`config.mk`:
```
export PLATFORM = sky130hd
export DESIGN_NAME = axis_burst_writer
export DESIGN_NICKNAME = d
export VERILOG_FILES = /design/src/rtl/axi_bfm_pkg.sv /design/src/rtl/axis_burst_buf.sv /design/src/rtl/axis_burst_writer.sv
export SDC_FILE = /design/constraint.sdc
export NUM_CORES = 1
export LEC_CHECK = 0
export ABC_AREA = 1
export CAP_MARGIN = 40
export CORE_ASPECT_RATIO = 1.5
export CORE_MARGIN = 5
export CORE_UTILIZATION = 51
export DETAILED_ROUTE_END_ITERATION = 7
export PLACE_DENSITY = 0.7
export SYNTH_ARGS = -nofsm -noshare
export SYNTH_HDL_FRONTEND = slang
export SYNTH_SLANG_ARGS = --single-unit
```
`constraint.sdc`:
```
create_clock -name axi_aclk -period 5.7 [get_ports axi_aclk]
set_input_delay 0.57 -clock axi_aclk [delete_from_list [all_inputs] [get_ports axi_aclk]]
set_output_delay 0.57 -clock axi_aclk [all_outputs]
set_load 0.02 [all_outputs]
```
`src/rtl/axi_bfm_pkg.sv`:
```
// Shared AXI definitions for the burst writer.
// Contents: the writer FSM state enum, the AXI burst-type and response
// constants, and a helper that turns a byte count into an AXI AxSIZE code.
package axi_bfm_pkg;

  typedef enum logic [2:0] {
    IDLE = 3'd0,
    FILL = 3'd1,
    ADDR = 3'd2,
    DATA = 3'd3,
    RESP = 3'd4
  } burst_state_t;

  localparam logic [1:0] AXI_BURST_INCR = 2'b01;
  localparam logic [1:0] AXI_RESP_OKAY  = 2'b00;

  // AxSIZE encoding is log2 of the bytes per beat.
  function automatic logic [2:0] axi_size_code(input int bytes);
    return 3'($clog2(bytes));
  endfunction

endpackage

```
`src/rtl/axis_burst_buf.sv`:
```
// Burst staging buffer: a DEPTH-entry FIFO that holds the beats of one burst
// between the stream side and the AXI W channel.
// Ports:
//   clk, rst        clock, asynchronous active-high reset (clears pointers/count)
//   wr_en, wr_data  push one beat
//   rd_en           pop the beat currently shown on rd_data
//   rd_data         oldest stored beat
//   count           number of beats currently stored (0..DEPTH)
module axis_burst_buf #(
  parameter int DSIZE = 32,
  parameter int DEPTH = 16,
  localparam int PW = $clog2(DEPTH),
  localparam int CW = PW + 1
) (
  input  logic             clk,
  input  logic             rst,
  input  logic             wr_en,
  input  logic [DSIZE-1:0] wr_data,
  input  logic             rd_en,
  output logic [DSIZE-1:0] rd_data,
  output logic [CW-1:0]    count
);

  logic [DSIZE-1:0] mem [DEPTH];
  logic [PW-1:0]    wr_ptr;
  logic [PW-1:0]    rd_ptr;

  // Storage is not reset; the pointers define what is valid.
  always_ff @(posedge clk) begin
    if (wr_en) mem[wr_ptr] <= wr_data;
  end

  // DEPTH is a power of two, so pointers wrap naturally.
  always_ff @(posedge clk or posedge rst) begin
    if (rst) begin
      wr_ptr <= '0;
      rd_ptr <= '0;
      count  <= '0;
    end else begin
      if (wr_en) wr_ptr <= wr_ptr + PW'(1);
      if (rd_en) rd_ptr <= rd_ptr + PW'(1);
      unique case ({wr_en, rd_en})
        2'b10:   count <= count + CW'(1);
        2'b01:   count <= count - CW'(1);
        default: count <= count;
      endcase
    end
  end

  assign rd_data = mem[rd_ptr];

endmodule

```
`src/rtl/axis_burst_writer.sv`:
```
// AXI-Stream to AXI4 write-burst engine. Collects up to BURST_LEN stream beats
// into a buffer, then issues one INCR burst (AW, then W, then waits for B) at
// a running address that starts at cfg_base_addr for each frame.
//
// state | meaning
// ------+------------------------------------------------------------
// IDLE  | waiting for the first beat of a frame; latches base address
// FILL  | accepting stream beats into the buffer
// ADDR  | presenting the AW request
// DATA  | streaming buffered beats on W
// RESP  | waiting for the B response, then advance address
//
// Ports: axi_aclk/axi_reset clock and async active-high reset;
// cfg_base_addr frame start address; s_* AXI-Stream slave;
// axi_aw*/axi_w*/axi_b* AXI4 write master channels;
// frame_done one-cycle pulse after the last B of a frame;
// wr_err sticky error on a non-OKAY (or wrong-ID) write response.
module axis_burst_writer
  import axi_bfm_pkg::*;
#(
  parameter int IDSIZE    = 4,
  parameter int ASIZE     = 32,
  parameter int LSIZE     = 8,
  parameter int DSIZE     = 32,
  parameter int BURST_LEN = 16,
  parameter int AXI_ID    = 0
) (
  input  logic               axi_aclk,
  input  logic               axi_reset,
  input  logic [ASIZE-1:0]   cfg_base_addr,
  input  logic [DSIZE-1:0]   s_tdata,
  input  logic               s_tvalid,
  output logic               s_tready,
  input  logic               s_tlast,
  output logic [IDSIZE-1:0]  axi_awid,
  output logic [ASIZE-1:0]   axi_awaddr,
  output logic [LSIZE-1:0]   axi_awlen,
  output logic [2:0]         axi_awsize,
  output logic [1:0]         axi_awburst,
  output logic               axi_awlock,
  output logic [3:0]         axi_awcache,
  output logic [2:0]         axi_awprot,
  output logic [3:0]         axi_awqos,
  output logic               axi_awvalid,
  input  logic               axi_awready,
  output logic [DSIZE-1:0]   axi_wdata,
  output logic [DSIZE/8-1:0] axi_wstrb,
  output logic               axi_wlast,
  output logic               axi_wvalid,
  input  logic               axi_wready,
  input  logic [IDSIZE-1:0]  axi_bid,
  input  logic [1:0]         axi_bresp,
  input  logic               axi_bvalid,
  output logic               axi_bready,
  output logic               frame_done,
  output logic               wr_err
);

  localparam int BYTES = DSIZE / 8;
  localparam int CW    = $clog2(BURST_LEN) + 1;

  burst_state_t   state_q, state_d;
  logic [CW-1:0]  cnt_q, cnt_d;
  logic [CW-1:0]  widx_q, widx_d;
  logic [ASIZE-1:0] cur_addr_q, cur_addr_d;
  logic           last_frame_q, last_frame_d;

  logic s_tready_q, s_tready_d;
  logic awvalid_q, awvalid_d;
  logic wvalid_q, wvalid_d;
  logic wlast_q, wlast_d;
  logic bready_q, bready_d;
  logic frame_done_q, frame_done_d;
  logic wr_err_q, wr_err_d;

  logic [CW-1:0] buf_count;
  logic s_beat, aw_hs, w_beat, b_hs, b_bad;

  assign s_beat = s_tvalid & s_tready_q;
  assign aw_hs  = awvalid_q & axi_awready;
  assign w_beat = wvalid_q & axi_wready;
  assign b_hs   = bready_q & axi_bvalid;
  // Only one burst is ever outstanding, so any other ID is a slave fault.
  assign b_bad  = (axi_bresp != AXI_RESP_OKAY) || (axi_bid != IDSIZE'(AXI_ID));

  axis_burst_buf #(
    .DSIZE (DSIZE),
    .DEPTH (BURST_LEN)
  ) u_buf (
    .clk     (axi_aclk),
    .rst     (axi_reset),
    .wr_en   (s_beat),
    .wr_data (s_tdata),
    .rd_en   (w_beat),
    .rd_data (axi_wdata),
    .count   (buf_count)
  );

  always_ff @(posedge axi_aclk or posedge axi_reset) begin
    if (axi_reset) begin
      state_q      <= IDLE;
      cnt_q        <= '0;
      widx_q       <= '0;
      cur_addr_q   <= '0;
      last_frame_q <= 1'b0;
      s_tready_q   <= 1'b0;
      awvalid_q    <= 1'b0;
      wvalid_q     <= 1'b0;
      wlast_q      <= 1'b0;
      bready_q     <= 1'b0;
      frame_done_q <= 1'b0;
      wr_err_q     <= 1'b0;
    end else begin
      state_q      <= state_d;
      cnt_q        <= cnt_d;
      widx_q       <= widx_d;
      cur_addr_q   <= cur_addr_d;
      last_frame_q <= last_frame_d;
      s_tready_q   <= s_tready_d;
      awvalid_q    <= awvalid_d;
      wvalid_q     <= wvalid_d;
      wlast_q      <= wlast_d;
      bready_q     <= bready_d;
      frame_done_q <= frame_done_d;
      wr_err_q     <= wr_err_d;
    end
  end

  always_comb begin
    state_d      = state_q;
    cnt_d        = cnt_q;
    widx_d       = widx_q;
    cur_addr_d   = cur_addr_q;
    last_frame_d = last_frame_q;
    unique case (state_q)
      IDLE: begin
        if (s_tvalid) begin
          cur_addr_d   = cfg_base_addr;
          cnt_d        = '0;
          last_frame_d = 1'b0;
          state_d      = FILL;
        end
      end
      FILL: begin
        if (s_beat) begin
          cnt_d = cnt_q + CW'(1);
          // The buffer is empty on entry to FILL, so its count tracks cnt.
          if (s_tlast || (buf_count == CW'(BURST_LEN - 1))) begin
            last_frame_d = s_tlast;
            state_d      = ADDR;
          end
        end
      end
      ADDR: begin
        if (aw_hs) begin
          widx_d  = '0;
          state_d = DATA;
        end
      end
      DATA: begin
        if (w_beat) begin
          if (widx_q == cnt_q - CW'(1)) state_d = RESP;
          else                          widx_d  = widx_q + CW'(1);
        end
      end
      RESP: begin
        if (b_hs) begin
          cur_addr_d = cur_addr_q + (ASIZE'(cnt_q) << $clog2(BYTES));
          cnt_d      = '0;
          state_d    = last_frame_q ? IDLE : FILL;
        end
      end
      default: state_d = IDLE;
    endcase
  end

  // Outputs are decoded from the next state so they appear registered,
  // one cycle after the transition that causes them.
  always_comb begin
    s_tready_d   = (state_d == FILL);
    awvalid_d    = (state_d == ADDR);
    wvalid_d     = (state_d == DATA);
    wlast_d      = (state_d == DATA) && (widx_d == cnt_d - CW'(1));
    bready_d     = (state_d == RESP);
    frame_done_d = (state_q == RESP) && b_hs && last_frame_q;
    wr_err_d     = wr_err_q | (b_hs & b_bad);
  end

  assign s_tready    = s_tready_q;
  assign axi_awid    = IDSIZE'(AXI_ID);
  assign axi_awaddr  = cur_addr_q;
  assign axi_awlen   = LSIZE'(cnt_q - CW'(1));
  assign axi_awsize  = axi_size_code(BYTES);
  assign axi_awburst = AXI_BURST_INCR;
  assign axi_awlock  = 1'b0;
  assign axi_awcache = 4'd0;
  assign axi_awprot  = 3'd0;
  assign axi_awqos   = 4'd0;
  assign axi_awvalid = awvalid_q;
  assign axi_wstrb   = '1;
  assign axi_wlast   = wlast_q;
  assign axi_wvalid  = wvalid_q;
  assign axi_bready  = bready_q;
  assign frame_done  = frame_done_q;
  assign wr_err      = wr_err_q;

endmodule

```
**Word level (Yosys, flattened, before mapping)**

Memories as Yosys holds them, arrays and structs flattened.
Index checks and enable logic that the tools add are counted.

- Add/sub/neg operators: 10
- Equal/unequal tests: 17
- Multiplexer cells: 27
- Bitwise gates (word level): 6
- Reductions and logical operators: 13

Operators with widths:

| cell | count |
|---|---|
| $mux 32 | 2 |
| $pmux 32 s2 | 1 |
| $add 32x7->32 | 1 |
| $mux 5 | 6 |
| $mux 3 | 7 |
| $pmux 5 s2 | 2 |
| $add 5x1->5 const B | 3 |
| $pmux 3 s5 | 1 |
| $pmux 5 s3 | 1 |
| $sub 5x1->5 const B | 3 |
| $eq 3x2->1 const B | 4 |
| $eq 5x5->1 | 2 |
| $add 4x1->4 const B | 2 |
| $reduce_bool 2->1 | 4 |
| $eq 3x1->1 const B | 2 |
| $eq 3x3->1 const B | 2 |
| $mux 1 | 6 |
| $ne 2x2->1 const B | 3 |
| $sub 5x1->6 const B | 1 |
| $and 1x1->1 | 5 |
| $eq 5x4->1 const B | 1 |
| $reduce_and 4->1 | 1 |
| $reduce_bool 4->1 | 1 |
| $logic_and 1x1->1 | 3 |
| 8 further kinds | 9 |

- Flip-flop bits (word level): 66
- RAM bits: 512
- Input bits: 77
- Output and inout port bits: 104
- Logic and storage cells: 89
- Memories kept: 1

Memory list:

| memory | depth | bits a word | read ports | clocked after memory_dff | write ports | RTL line | text |
|---|---|---|---|---|---|---|---|
| u_buf.mem | 16 | 32 | 1 | 0 | 1 | axis_burst_buf.sv:24 | `logic [DSIZE-1:0] mem [DEPTH];` |

**Depth between registers and ports, before layout**

- Depth in word-level cells: 7
- Depth in mapped cells: 18
- Gate-level depth less buffers: 18

**Modules after synthesis**

Synthesis repeated with hierarchy kept, for this count alone.

- Cell total of the unflattened synthesis: 2321
- Area, all modules: 25524.5 µm²

By module, submodules not included:

| module | instances | cells each | area each (µm²) |
|---|---|---|---|
| axis_burst_buf | 1 | 1721 | 21336.7 |
| axis_burst_writer | 1 | 600 | 4187.8 |

**Least setup slack after synthesis**

OpenSTA, ideal clock, no wires.

- Path type: input -> register
- From: input port s_tvalid
- To: memory u_buf.mem[11][0] (enable)
- Library setup time: 0.421 ns
- Arrival time: 2.319 ns
- Slack: 2.960 ns
- Stages on the path: 5
- Cells stage by stage: nand2_4 -> inv_4 -> buf_6 -> nand2_1 -> nor2_1

- Longest elaborated chain between the ends: 3

RTL lines:

| element | RTL line | text |
|---|---|---|
| start, declared | axis_burst_writer.sv:32 | `input logic s_tvalid,` |
| $and 1x1->1 | axis_burst_writer.sv:79 | `assign s_beat = s_tvalid & s_tready_q;` |
| $mux 1 | axis_burst_buf.sv:30 | `if (wr_en) mem[wr_ptr] <= wr_data;` |
| $mux 1 (not written as such) | axis_burst_buf.sv:30 |  |
| end, declared | axis_burst_buf.sv:24 |  |

Every way passes these cells.

**Final worst setup path**

- From: register u_buf.rd_ptr[1]
- To: output port axi_wdata[14]

- Longest elaborated chain between the ends: 1

RTL lines:

| element | RTL line | text |
|---|---|---|
| start, declared | axis_burst_buf.sv:26 | `logic [PW-1:0] rd_ptr;` |
| start signal, assigned | axis_burst_buf.sv:41 | `if (rd_en) rd_ptr <= rd_ptr + PW'(1);` |
| $mem_v2 16x32 | n/a |  |
| end, declared | axis_burst_writer.sv:46 | `output logic [DSIZE-1:0] axi_wdata,` |

Every way passes these cells.

==> metrics.txt <==
CTS max path bufs 3; synth warn 0; Congestion Overflow GR 0; FMAX 237.9 MHz; # diodes 0; WL/cell 20.63 µm; Rows 99; Hold WS 0.3479 ns; setup TNS 0 ns; Final Setup Violations 0; vias in the first global route 16200; Yosys top cell by area edfxtp_1; worst-path maximum fanout 66; Initial Util 0.5149; Tcrit/Tclk final 0.7375; share of cells above drive strength 1 0.07877; DRC violations left 0; RSZ-0062 raised after global routing no; Nets 2264; Combinational Power Share 0.384; CP Cell Sequence inv_4, buf_16, buf_4, o211ai_1, nand3_1, nand2_1, clkdlybuf4s50_1; measured slew at the worst slew-check pin 0.7818 ns; CP required 5.13 ns; Area Overhead vs Synth 16.09%; Die W 191.0 µm; Synth Register Bits 578; Max Cap Violations 0; post-route cell area 29100 µm²; clock network fraction of total power 0.233; Post-CTS Hold Buffers 0; Tmin final 4.204 ns; clk slew on worst S/H paths 0.07 ns; Synth cell types 50; Placeable Area 48680 µm²; cell area after synthesis 25070 µm²; total power 0.01428 W; total die area 53780 µm²; normalized max-slew margin 0.4775; Mean Syn Cell Area 12.35 µm²; largest net degree at the start of global routing 82; routed wire length 59110 µm; P_sw 0.005327 W; fraction of registers with async set/reset 0.1142; vias post-DR 16080; sequential share of power 0.383; input/output buffers 155; Worst-Skew Late Latency 0.59 ns; CTS tree done; Net Sw Frac 0.3732; cell leakage power 10.71 nW; EDFF count, synth 512; Worst setup SP type flop; Placed Area 27500 µm²; final core utilization 0.5978; Yosys top cell area share 0.6134; WP data arrival 3.63 ns; Fin. Hold Viols 0; status complete, no violations; first-pass GRT wire length 90290 µm; initial DRC count 1139; peak supply drop 0.3826 mV; gpl congestion 0.8663; Final ANT Viol Nets 0; Power Density 490.6 nW/µm²; worst path buffer plus inverter count 4; Worst Hold Class input pin to asynchronous set/reset pin; H-tree depth 2; delay-heaviest family, CP buffers and inverters; most common cell in the synthesized netlist edfxtp_1; max incr delay on CP 0.87 ns; Detailed Routing Iterations Pass 1 5; Synth Flop Type edfxtp_1; antenna violations before repair 1; Fin Clk Skew 0.02514 ns; P_int 0.008948 W; vias per cell 5.612; Post-synth top cells edfxtp_1, nand2_1, o21ai_0; sequential fraction of the synthesis area 0.6792; WS Path Type flop to output pin; Max Slew Vio Count 0; post-synthesis instance total 2030; total clock sinks 578; slowest stage cell, crit path dfrtp_4; io pins 181; clk root buf clkbuf_16; Synth area leaders edfxtp_1, dfrtp_1, mux2i_1; HPWL Detailed 35200 µm; Die Y 281.5 µm; Setup crit end kind output pin; gr usage total 0.2161; post-CTS setup repair buffer count 0; TritonCTS Buffers 52; post-cts sizing count 0
==> cell families after synthesis <==
family                   count (synthesis)  share of synthesized area
buffers and inverters                  344                    0.05800
AND/OR/NAND/NOR                        424                    0.07462
XOR/XNOR                                22                   0.007687
adder cells (fa/ha/maj)                 20                    0.01058
multiplexers                           130                    0.05201
flip-flops                             578                     0.6792
other                                    2                  0.0002996
AO/OA/AOI/OAI                          510                     0.1176
==> worst paths after layout <==
| check | start | end | slack, ns | cells past startpoint |
|---|---|---|---|---|
| max | u_buf.rd_ptr[1]$_DFFE_PP0P_ | axi_wdata[14] | 1.50 | 7 |
| min | axi_reset | axi_wlast$_DFF_PP0_ | 0.35 | 3 |
| max reg2reg | cnt_q[0]$_DFF_PP0_ | axi_awaddr[28]$_DFFE_PP0P_ | 2.82 | 17 |
| min reg2reg | u_buf.count[4]$_DFFE_PP0P_ | u_buf.count[4]$_DFFE_PP0P_ | 0.48 | 1 |
| max in group asynchronous | axi_reset | axi_awaddr[14]$_DFFE_PP0P_ | 4.78 | 4 |
| min in group axi_aclk | u_buf.count[4]$_DFFE_PP0P_ | u_buf.count[4]$_DFFE_PP0P_ | 0.48 | 1 |
==> layout by cell type (no fill, tap or decap), drive strengths merged, types with 66 or more instances in the layout <==
cell,count
nand3,81
edfxtp,512
o21ai,212
nor2,96
dfrtp,66
inv,209
mux2i,128
nand2,216
o211ai,136
a21oi,147
clkdlybuf4s50,155
==> worst reg2reg max path: stages, from the launching register on <==
cell and delay, ns:
dfrtp_1 0.52, ha_1 0.24, inv_1 0.06, fa_1 0.40
inv_1 0.07, nand3_1 0.06, nand2_1 0.09, nand2_1 0.08
a21oi_2 0.22, nand2_1 0.14, nor2_4 0.17, nand2_4 0.10
inv_2 0.12, nand2_1 0.10, o21ai_1 0.13, nand2_1 0.06
o21ai_1 0.14, nand2_1 0.06
==> final cells by class <==
| type | count | area, µm² |
|---|---|---|
| clock buffer | 65 | 1370 |
| clock inverter | 31 | 226.5 |
| fill | 3736 | 19580 |
| inverter | 210 | 795.8 |
| multi-input combinational | 1131 | 6793 |
| sequential | 578 | 17040 |
| tap | 656 | 820.8 |
| timing repair buffer | 194 | 2054 |
==> metal layers <==
metal / track usage / share of wire / up-vias
met2: 0.3910 / 0.52 / 587
met5: 0 / 0.00024 / -
met1: 0.2626 / 0.38 / 7839
met4: 0.07113 / 0.029 / 2
met3: 0.03802 / 0.067 / 119
li1: - / - / 7532
==> power groups by stage <==
stage                     clock network (W)  logic [W]  registers, W
after global placement                    0    0.00525       0.00559
after detailed placement                  0    0.00549       0.00555
final                               0.00332    0.00548       0.00547
after global routing                0.00354    0.00600       0.00552
after floorplan                           0    0.00353       0.00545
after CTS                           0.00338    0.00552       0.00547
==> sequential cells by signal (all words and copies together), names as in the netlist <==
name	cells
axi_bready	1
u_buf.wr_ptr	4
s_tready	1
u_buf.mem	512
frame_done	1
cnt_q	5
u_buf.count	5
u_buf.rd_ptr	4
widx_q	5
axi_wlast	1
axi_wvalid	1
axi_awaddr	32
state_q	3
last_frame_q	1
axi_awvalid	1
wr_err	1
==> through the flow <==
step	setup WS, ns	cells
after floorplan	2.960	2053
final	1.496	2865
after global placement	2.007	2760
after CTS	1.489	2865
after detailed placement	2.154	2769
after global routing	1.375	2865
Note: power is estimated with default switching activity, not from simulation.
